==> config.mk <==
export PLATFORM = sky130hd
export DESIGN_NAME = voice_mixer_flat
export DESIGN_NICKNAME = d
export VERILOG_FILES = /design/src/rtl/voice_mixer_if.sv /design/src/rtl/voice_mixer.sv /design/src/flat_wrapper.sv
export SDC_FILE = /design/constraint.sdc
export NUM_CORES = 1
export LEC_CHECK = 0
export CAP_MARGIN = 25
export CORE_ASPECT_RATIO = 1.4
export CORE_MARGIN = 8
export CORE_UTILIZATION = 50
export DETAILED_ROUTE_END_ITERATION = 10
export MAX_ROUTING_LAYER = met4
export PLACE_DENSITY_LB_ADDON = 0.08
export SLEW_MARGIN = 20
export SYNTH_ARGS = -nofsm -noshare
export SYNTH_HDL_FRONTEND = slang
export SYNTH_SLANG_ARGS = --single-unit
==> constraint.sdc <==
create_clock -name clk -period 8.2 [get_ports clk]
set_input_delay 1.64 -clock clk [delete_from_list [all_inputs] [get_ports clk]]
set_output_delay 1.64 -clock clk [all_outputs]
set_load 0.005 [all_outputs]
==> src/rtl/voice_mixer_if.sv <==
// Bus bundle between the voice generators / codec control and voice_mixer.
// master drives the frame request and voice data; slave is the mixer.
interface voice_mixer_if #(
  parameter int unsigned NUM_VOICES   = 3,
  parameter int unsigned SAMPLE_WIDTH = 16,
  parameter int unsigned ATTEN_WIDTH  = 3
);
  logic                                 new_frame;
  logic [NUM_VOICES*SAMPLE_WIDTH-1:0]   voice_samples;
  logic [NUM_VOICES-1:0]                voice_enable;
  logic [NUM_VOICES*ATTEN_WIDTH-1:0]    voice_atten;
  logic [SAMPLE_WIDTH-1:0]              sample_out;
  logic                                 sample_done;
  logic                                 busy;
  logic                                 clip;

  modport master (
    output new_frame, voice_samples, voice_enable, voice_atten,
    input  sample_out, sample_done, busy, clip
  );

  modport slave (
    input  new_frame, voice_samples, voice_enable, voice_atten,
    output sample_out, sample_done, busy, clip
  );
endinterface

==> src/rtl/voice_mixer.sv <==
// N-voice mixer: snapshots voices on new_frame, accumulates one voice per cycle.
// Define VOICE_MIXER_SATURATE_EN for clamp-and-flag output; otherwise the sum is scaled down.
module voice_mixer #(
  parameter int unsigned NUM_VOICES   = 3,
  parameter int unsigned SAMPLE_WIDTH = 16,
  parameter int unsigned ATTEN_WIDTH  = 3
) (
  input  logic          clk,
  input  logic          reset,
  voice_mixer_if.slave  bus
);

  localparam int unsigned ACC_W = SAMPLE_WIDTH + $clog2(NUM_VOICES + 1);
  localparam int unsigned IDX_W = (NUM_VOICES > 1) ? $clog2(NUM_VOICES) : 1;
  localparam logic [IDX_W-1:0] LAST_IDX = IDX_W'(NUM_VOICES - 1);

`ifdef VOICE_MIXER_SATURATE_EN
  localparam logic signed [ACC_W-1:0] SAT_MAX = ACC_W'({1'b0, {(SAMPLE_WIDTH-1){1'b1}}});
  localparam logic signed [ACC_W-1:0] SAT_MIN = ~SAT_MAX;
`else
  localparam int unsigned SCALE_SHIFT = $clog2(NUM_VOICES);
`endif

  typedef enum logic [1:0] {IDLE, ACCUM, FINISH} state_t;

  state_t                         state_q, state_d;
  logic [IDX_W-1:0]               idx_q, idx_d;
  logic signed [ACC_W-1:0]        acc_q, acc_d;
  logic signed [SAMPLE_WIDTH-1:0] snap_sample_q [NUM_VOICES];
  logic signed [SAMPLE_WIDTH-1:0] snap_sample_d [NUM_VOICES];
  logic [ATTEN_WIDTH-1:0]         snap_atten_q  [NUM_VOICES];
  logic [ATTEN_WIDTH-1:0]         snap_atten_d  [NUM_VOICES];
  logic [NUM_VOICES-1:0]          snap_enable_q, snap_enable_d;
  logic [SAMPLE_WIDTH-1:0]        sample_out_q, sample_out_d;
  logic                           sample_done_q, sample_done_d;
  logic                           busy_q, busy_d;
  logic                           clip_q, clip_d;

  logic signed [ACC_W-1:0]        term;
  logic [SAMPLE_WIDTH-1:0]        mix_out;
  logic                           mix_clip;

  // Attenuated contribution of the voice currently selected by idx_q
  always_comb begin
    term = ACC_W'(snap_sample_q[idx_q] >>> snap_atten_q[idx_q]);
  end

  // Final output conversion from the full-width accumulator
  always_comb begin
    mix_out  = SAMPLE_WIDTH'(acc_q);
    mix_clip = 1'b0;
`ifdef VOICE_MIXER_SATURATE_EN
    if (acc_q > SAT_MAX) begin
      mix_out  = SAMPLE_WIDTH'(SAT_MAX);
      mix_clip = 1'b1;
    end else if (acc_q < SAT_MIN) begin
      mix_out  = SAMPLE_WIDTH'(SAT_MIN);
      mix_clip = 1'b1;
    end
`else
    mix_out = SAMPLE_WIDTH'(acc_q >>> SCALE_SHIFT);
`endif
  end

  always_comb begin
    state_d       = state_q;
    idx_d         = idx_q;
    acc_d         = acc_q;
    snap_sample_d = snap_sample_q;
    snap_atten_d  = snap_atten_q;
    snap_enable_d = snap_enable_q;
    sample_out_d  = sample_out_q;
    clip_d        = clip_q;
    sample_done_d = 1'b0;

    case (state_q)
      IDLE: begin
        if (bus.new_frame) begin
          for (int unsigned i = 0; i < NUM_VOICES; i++) begin
            snap_sample_d[i] = bus.voice_samples[i*SAMPLE_WIDTH +: SAMPLE_WIDTH];
            snap_atten_d[i]  = bus.voice_atten[i*ATTEN_WIDTH +: ATTEN_WIDTH];
          end
          snap_enable_d = bus.voice_enable;
          acc_d         = '0;
          idx_d         = '0;
          state_d       = ACCUM;
        end
      end
      ACCUM: begin
        if (snap_enable_q[idx_q]) begin
          acc_d = acc_q + term;
        end
        idx_d = idx_q + IDX_W'(1);
        if (idx_q == LAST_IDX) begin
          state_d = FINISH;
        end
      end
      FINISH: begin
        sample_out_d  = mix_out;
        clip_d        = mix_clip;
        sample_done_d = 1'b1;
        state_d       = IDLE;
      end
      default: state_d = IDLE;
    endcase

    busy_d = (state_d != IDLE);
  end

  always_ff @(posedge clk) begin
    if (reset) begin
      state_q       <= IDLE;
      idx_q         <= '0;
      acc_q         <= '0;
      snap_enable_q <= '0;
      sample_out_q  <= '0;
      sample_done_q <= 1'b0;
      busy_q        <= 1'b0;
      clip_q        <= 1'b0;
      for (int unsigned i = 0; i < NUM_VOICES; i++) begin
        snap_sample_q[i] <= '0;
        snap_atten_q[i]  <= '0;
      end
    end else begin
      state_q       <= state_d;
      idx_q         <= idx_d;
      acc_q         <= acc_d;
      snap_sample_q <= snap_sample_d;
      snap_atten_q  <= snap_atten_d;
      snap_enable_q <= snap_enable_d;
      sample_out_q  <= sample_out_d;
      sample_done_q <= sample_done_d;
      busy_q        <= busy_d;
      clip_q        <= clip_d;
    end
  end

  assign bus.sample_out  = sample_out_q;
  assign bus.sample_done = sample_done_q;
  assign bus.busy        = busy_q;
  assign bus.clip        = clip_q;

endmodule

==> src/flat_wrapper.sv <==
// flat-port wrapper written by rule: the top's interface ports become plain ports
module voice_mixer_flat 
#(
  parameter int unsigned NUM_VOICES   = 3,
  parameter int unsigned SAMPLE_WIDTH = 16,
  parameter int unsigned ATTEN_WIDTH  = 3
)
  (clk, reset, bus_new_frame, bus_voice_samples, bus_voice_enable, bus_voice_atten, bus_sample_out, bus_sample_done, bus_busy, bus_clip);
  voice_mixer_if #(.NUM_VOICES(NUM_VOICES), .SAMPLE_WIDTH(SAMPLE_WIDTH), .ATTEN_WIDTH(ATTEN_WIDTH)) bus_i ();
  input  logic clk;
  input  logic reset;
  input wire logic [$bits(bus_i.new_frame)-1:0] bus_new_frame;
  input wire logic [$bits(bus_i.voice_samples)-1:0] bus_voice_samples;
  input wire logic [$bits(bus_i.voice_enable)-1:0] bus_voice_enable;
  input wire logic [$bits(bus_i.voice_atten)-1:0] bus_voice_atten;
  output wire logic [$bits(bus_i.sample_out)-1:0] bus_sample_out;
  output wire logic [$bits(bus_i.sample_done)-1:0] bus_sample_done;
  output wire logic [$bits(bus_i.busy)-1:0] bus_busy;
  output wire logic [$bits(bus_i.clip)-1:0] bus_clip;
  assign bus_i.new_frame = bus_new_frame;
  assign bus_i.voice_samples = bus_voice_samples;
  assign bus_i.voice_enable = bus_voice_enable;
  assign bus_i.voice_atten = bus_voice_atten;
  assign bus_sample_out = bus_i.sample_out;
  assign bus_sample_done = bus_i.sample_done;
  assign bus_busy = bus_i.busy;
  assign bus_clip = bus_i.clip;
  voice_mixer #(.NUM_VOICES(NUM_VOICES), .SAMPLE_WIDTH(SAMPLE_WIDTH), .ATTEN_WIDTH(ATTEN_WIDTH)) u_core (.clk(clk), .reset(reset), .bus(bus_i));
endmodule
==> reports/results.md <==
* transition time at the pin with the least slew margin: 901 ps
* number of warnings reported in the yosys synthesis log: 0
* worst ir drop on vdd: 0.0925 mV
* count of antenna-violating nets left after detailed routing: 0
* top cell type's share of synthesized area: 0.381
* setup violation total in the final timing report: 0
* average instance area after synthesis: 7.66 um2
* final routed wire length divided by cell count: 15.6 um
* total negative setup slack: 0 ps
* number of placed I/O pins: 82
* launching point of the worst reg2reg path: u_core.idx_q[1]$_SDFFE_PP0P_
* dominant combinational cell family by area after synthesis: compound AO/OA/AOI/OAI gates
* most area-hungry cell type in the Yosys netlist: dfxtp_1
* DIE AREA: 0.0141 mm2
* number of cell instances on the worst register-to-register path: 18
* Ant. Diodes: 0
* worst rel slew slack: 0.397
* required time of the critical path: 8490 ps
* top cells by instance count after synthesis: 183 x nand2_1, 110 x a21oi_1, 100 x dfxtp_1
* chip height: 137 um
* multi-input logic area: 0.00298 mm2
* initial core utilization: 0.510
* Overall Global Routing Usage: 0.205
* number of gates resized after cts: 0
* cell count after synthesis: 685
* Synth area leaders: dfxtp_1 38%, nand2_1 13%, a21oi_1 10%
* drc violations: 0
* number of vias per cell after detailed routing: 5.39
* Hold/Removal Path Class: reg2reg
* number of filler cells placed in the layout: 951
* final layout net count: 816
* data arrival time of the worst path: 5250 ps
* post-placement worst setup slack: 3220 ps
* minimum setup slack among reg-to-reg paths: 3240 ps
* maximum fanout along the worst path: 24
* antenna violations before repair: 0
* endpoint of the lowest-slack register-to-register path: u_core.acc_q[14]$_SDFFE_PP0P_
* Cell Rows: 44
* worst hold endpoint: u_core.bus.sample_out[4]$_SDFFE_PP0P_
* final total power: 1.17 mW
* Starting DRT DRC Count: 163
* xor/xnor cell area share of the yosys netlist: 0.0217
* cell at the root of the clock tree: clkbuf_16
* number of placed instances with taps included: 859
* Clock Skews: 8.61 ps
* startpoint-to-endpoint class of the critical path: reg2reg
* clock tree from TritonCTS: built
* Clock Tree Buf Depth: 2
* endpoint kind of the worst setup timing path: register
* via total after detailed routing: 4,724
* routability congestion estimate: 0.891
* TritonCTS Buffers: 9
* wire length of the first global-routing pass: 22.1 mm
* growth of design area from synthesis to finish: 21.0%
* share of final-layout standard cells stronger than drive strength 1: 0.0555
* kind of start point of the critical path: register
* width of the die: 103 um
* Min Clock Period, post-route: 4960 ps
* Max-cap violations: 0
* predominant post-synthesis flop cell: dfxtp_1
* H-tree lvl count: 3
* Post-Syn Nets: 767
* FF+latch count, synth: 100
* post-synthesis mux area share: 0.0715
* Synth cell types: 58
* number of max-slew violations in the final report: 0
* clock latency at the later pin of the worst-skew pair: 350 ps
* final wirelength: 13.7 mm
* Placeable Area: 0.0103 mm2
* half-perimeter wire length of the detailed placement result: 10.3 mm
* number of global-route vias before repair: 4,624
* combined area of all synthesized cells: 0.00525 mm2
* EDFF count, synth: 0
* # port buffers: 80
* share of async-settable or async-resettable flops after synthesis: 0
* post-synthesis share of cell area spent on and, or, nand and nor gates: 0.205
* Detailed Routing Iterations Pass 1: 6
* least setup slack across all paths after layout: 3240 ps
* hold path cells: 2
* total power per unit cell area: 184 mW/mm2
* area used by sequential logic in the layout: 0.00200 mm2
* setup bufs post-CTS: 0
* grt total ovfl: 0
* static leakage power: 2.50 nW
* most frequent cell after synthesis: nand2_1
* final hold vios: 0
* clock-pin slew of the registers on the worst-case setup and hold paths: 70 ps
* share of the synthesized area in compound gates (AO/OA/AOI/OAI): 0.219
* filler-free cell count of the finished design: 877
* hold path start: u_core.bus.sample_out[4]$_SDFFE_PP0P_
* synthesized-area fraction occupied by adder cells: 0.0467
* maximum number of pins on one net before global-route repair: 66
* RSZ-0062 raised after global routing: no
* Sink Count: 100
* result of the run: finished, final reports clean
* sequential-to-total area share from yosys stat: 0.381
* crit share post-route: 0.605
* fmax: 0.202 GHz
* Post-CTS Hold Fix Bufs: 0
[worst max path at each step]
stage	from	endpoint	slack, ps	cells past startpoint
CTS	u_core.idx_q[1]$_SDFFE_PP0P_	u_core.acc_q[14]$_SDFFE_PP0P_	3210	17
floorplan	u_core.idx_q[1]$_SDFFE_PP0P_	u_core.acc_q[14]$_SDFFE_PP0P_	4790	18
finish	u_core.idx_q[1]$_SDFFE_PP0P_	u_core.acc_q[14]$_SDFFE_PP0P_	3240	18
global placement	u_core.idx_q[1]$_SDFFE_PP0P_	u_core.acc_q[14]$_SDFFE_PP0P_	3420	17
global route	u_core.idx_q[1]$_SDFFE_PP0P_	u_core.acc_q[14]$_SDFFE_PP0P_	2890	18
detailed placement	u_core.idx_q[1]$_SDFFE_PP0P_	u_core.acc_q[14]$_SDFFE_PP0P_	3220	17
[metal layers]
| layer | wire, um | share of wire | vias to the layer above | GRT usage |
|---|---|---|---|---|
| met2 | 7430 | 0.54 | 81 | 0.366 |
| met1 | 5620 | 0.41 | 2189 | 0.223 |
| li1 | - | - | 2432 | - |
| met5 | 0 | 0 | - | - |
| met4 | 295 | 0.022 | 0 | 0.0950 |
| met3 | 314 | 0.023 | 22 | 0.0202 |
[layout make-up]
cell class / count / share of cell area
Inverter: 15 / 0.00887
Sequential cell: 100 / 0.315
Clock buffer: 9 / 0.0355
Clock inverter: 7 / 0.00946
Timing Repair Buffer: 86 / 0.135
Multi-Input combinational cell: 522 / 0.469
Tap cell: 138 / 0.0272
[placed cells by master (no fill, tap or decap), types with 3 or more instances in the layout]
| cell type | netlist | final |
|---|---|---|
| a211oi_1 | 6 | 6 |
| a21o_1 | 8 | 8 |
| a21oi_1 | 110 | 110 |
| a21oi_2 | 3 | 3 |
| a221oi_1 | 3 | 3 |
| a22o_1 | 9 | 9 |
| a22oi_1 | 6 | 6 |
| a2bb2oi_1 | 6 | 6 |
| a31oi_1 | 4 | 4 |
| buf_4 | 3 | 4 |
| clkbuf_16 | 0 | 9 |
| clkdlybuf4s50_1 | 0 | 79 |
| dfxtp_1 | 100 | 100 |
| ha_1 | 18 | 18 |
| inv_1 | 14 | 14 |
| mux2_2 | 4 | 4 |
| mux2i_1 | 33 | 33 |
| nand2_1 | 183 | 182 |
| nand2b_1 | 3 | 3 |
| nand3_1 | 4 | 4 |
| nand4_1 | 3 | 3 |
| nor2_1 | 49 | 49 |
| nor2b_1 | 6 | 6 |
| o21ai_0 | 14 | 14 |
| o21ai_1 | 4 | 4 |
| xnor2_1 | 9 | 9 |
| xor2_1 | 4 | 4 |
[state kept, by name, summed over array words and instances (netlist names), 2 cells and up]
signal / count
u_core.snap_enable_q: 3
u_core.acc_q: 18
u_core.bus.sample_out: 16
u_core.idx_q: 2
u_core.snap_sample_q: 48
u_core.snap_atten_q: 9
u_core.state_q: 2
[through the flow]
stage | utilization | area, um2 | hold WS, ps
after floorplan | - | 5250 | 436
after global placement | 0.585 | 6030 | 442
after detailed placement | 0.585 | 6030 | 445
after CTS | 0.613 | 6310 | 455
after global routing | 0.617 | 6350 | 468
final | 0.617 | 6350 | 452
[kinds of logic (layout without fill, tap and decap cells)]
| kind of cell | count (synthesis) | in the layout |
|---|---|---|
| and+or+nand+nor | 263 | 263 |
| DFF | 100 | 100 |
| muxes | 37 | 37 |
| xor gates and xnor gates | 13 | 13 |
| buffers and inverters | 63 | 117 |
| other | 1 | 1 |
| adders and majority gates | 19 | 19 |
| AOI/OAI and AO/OA | 189 | 189 |
[where the power goes]
group	switching (mW)	internal, mW	total (mW)
logic	0.131	0.101	0.232
clock network	0.200	0.211	0.412
registers	0.0162	0.508	0.524
[worst max-delay path: stages, from the launching register on]
cell	delay (ps)
dfxtp_1	840
nor2b_2	870
o2bb2ai_2	250
buf_6	240
mux2i_1	250
nand2_1	70
o21ai_1	120
nor2_1	50
a21oi_1	150
ha_1	180
inv_1	50
fa_1	400
nor2b_1	130
o21ai_1	80
a21boi_1	310
o22ai_2	210
o31ai_1	260
mux2_2	370
nand2_1	50
(Power assumes the default switching activity.)
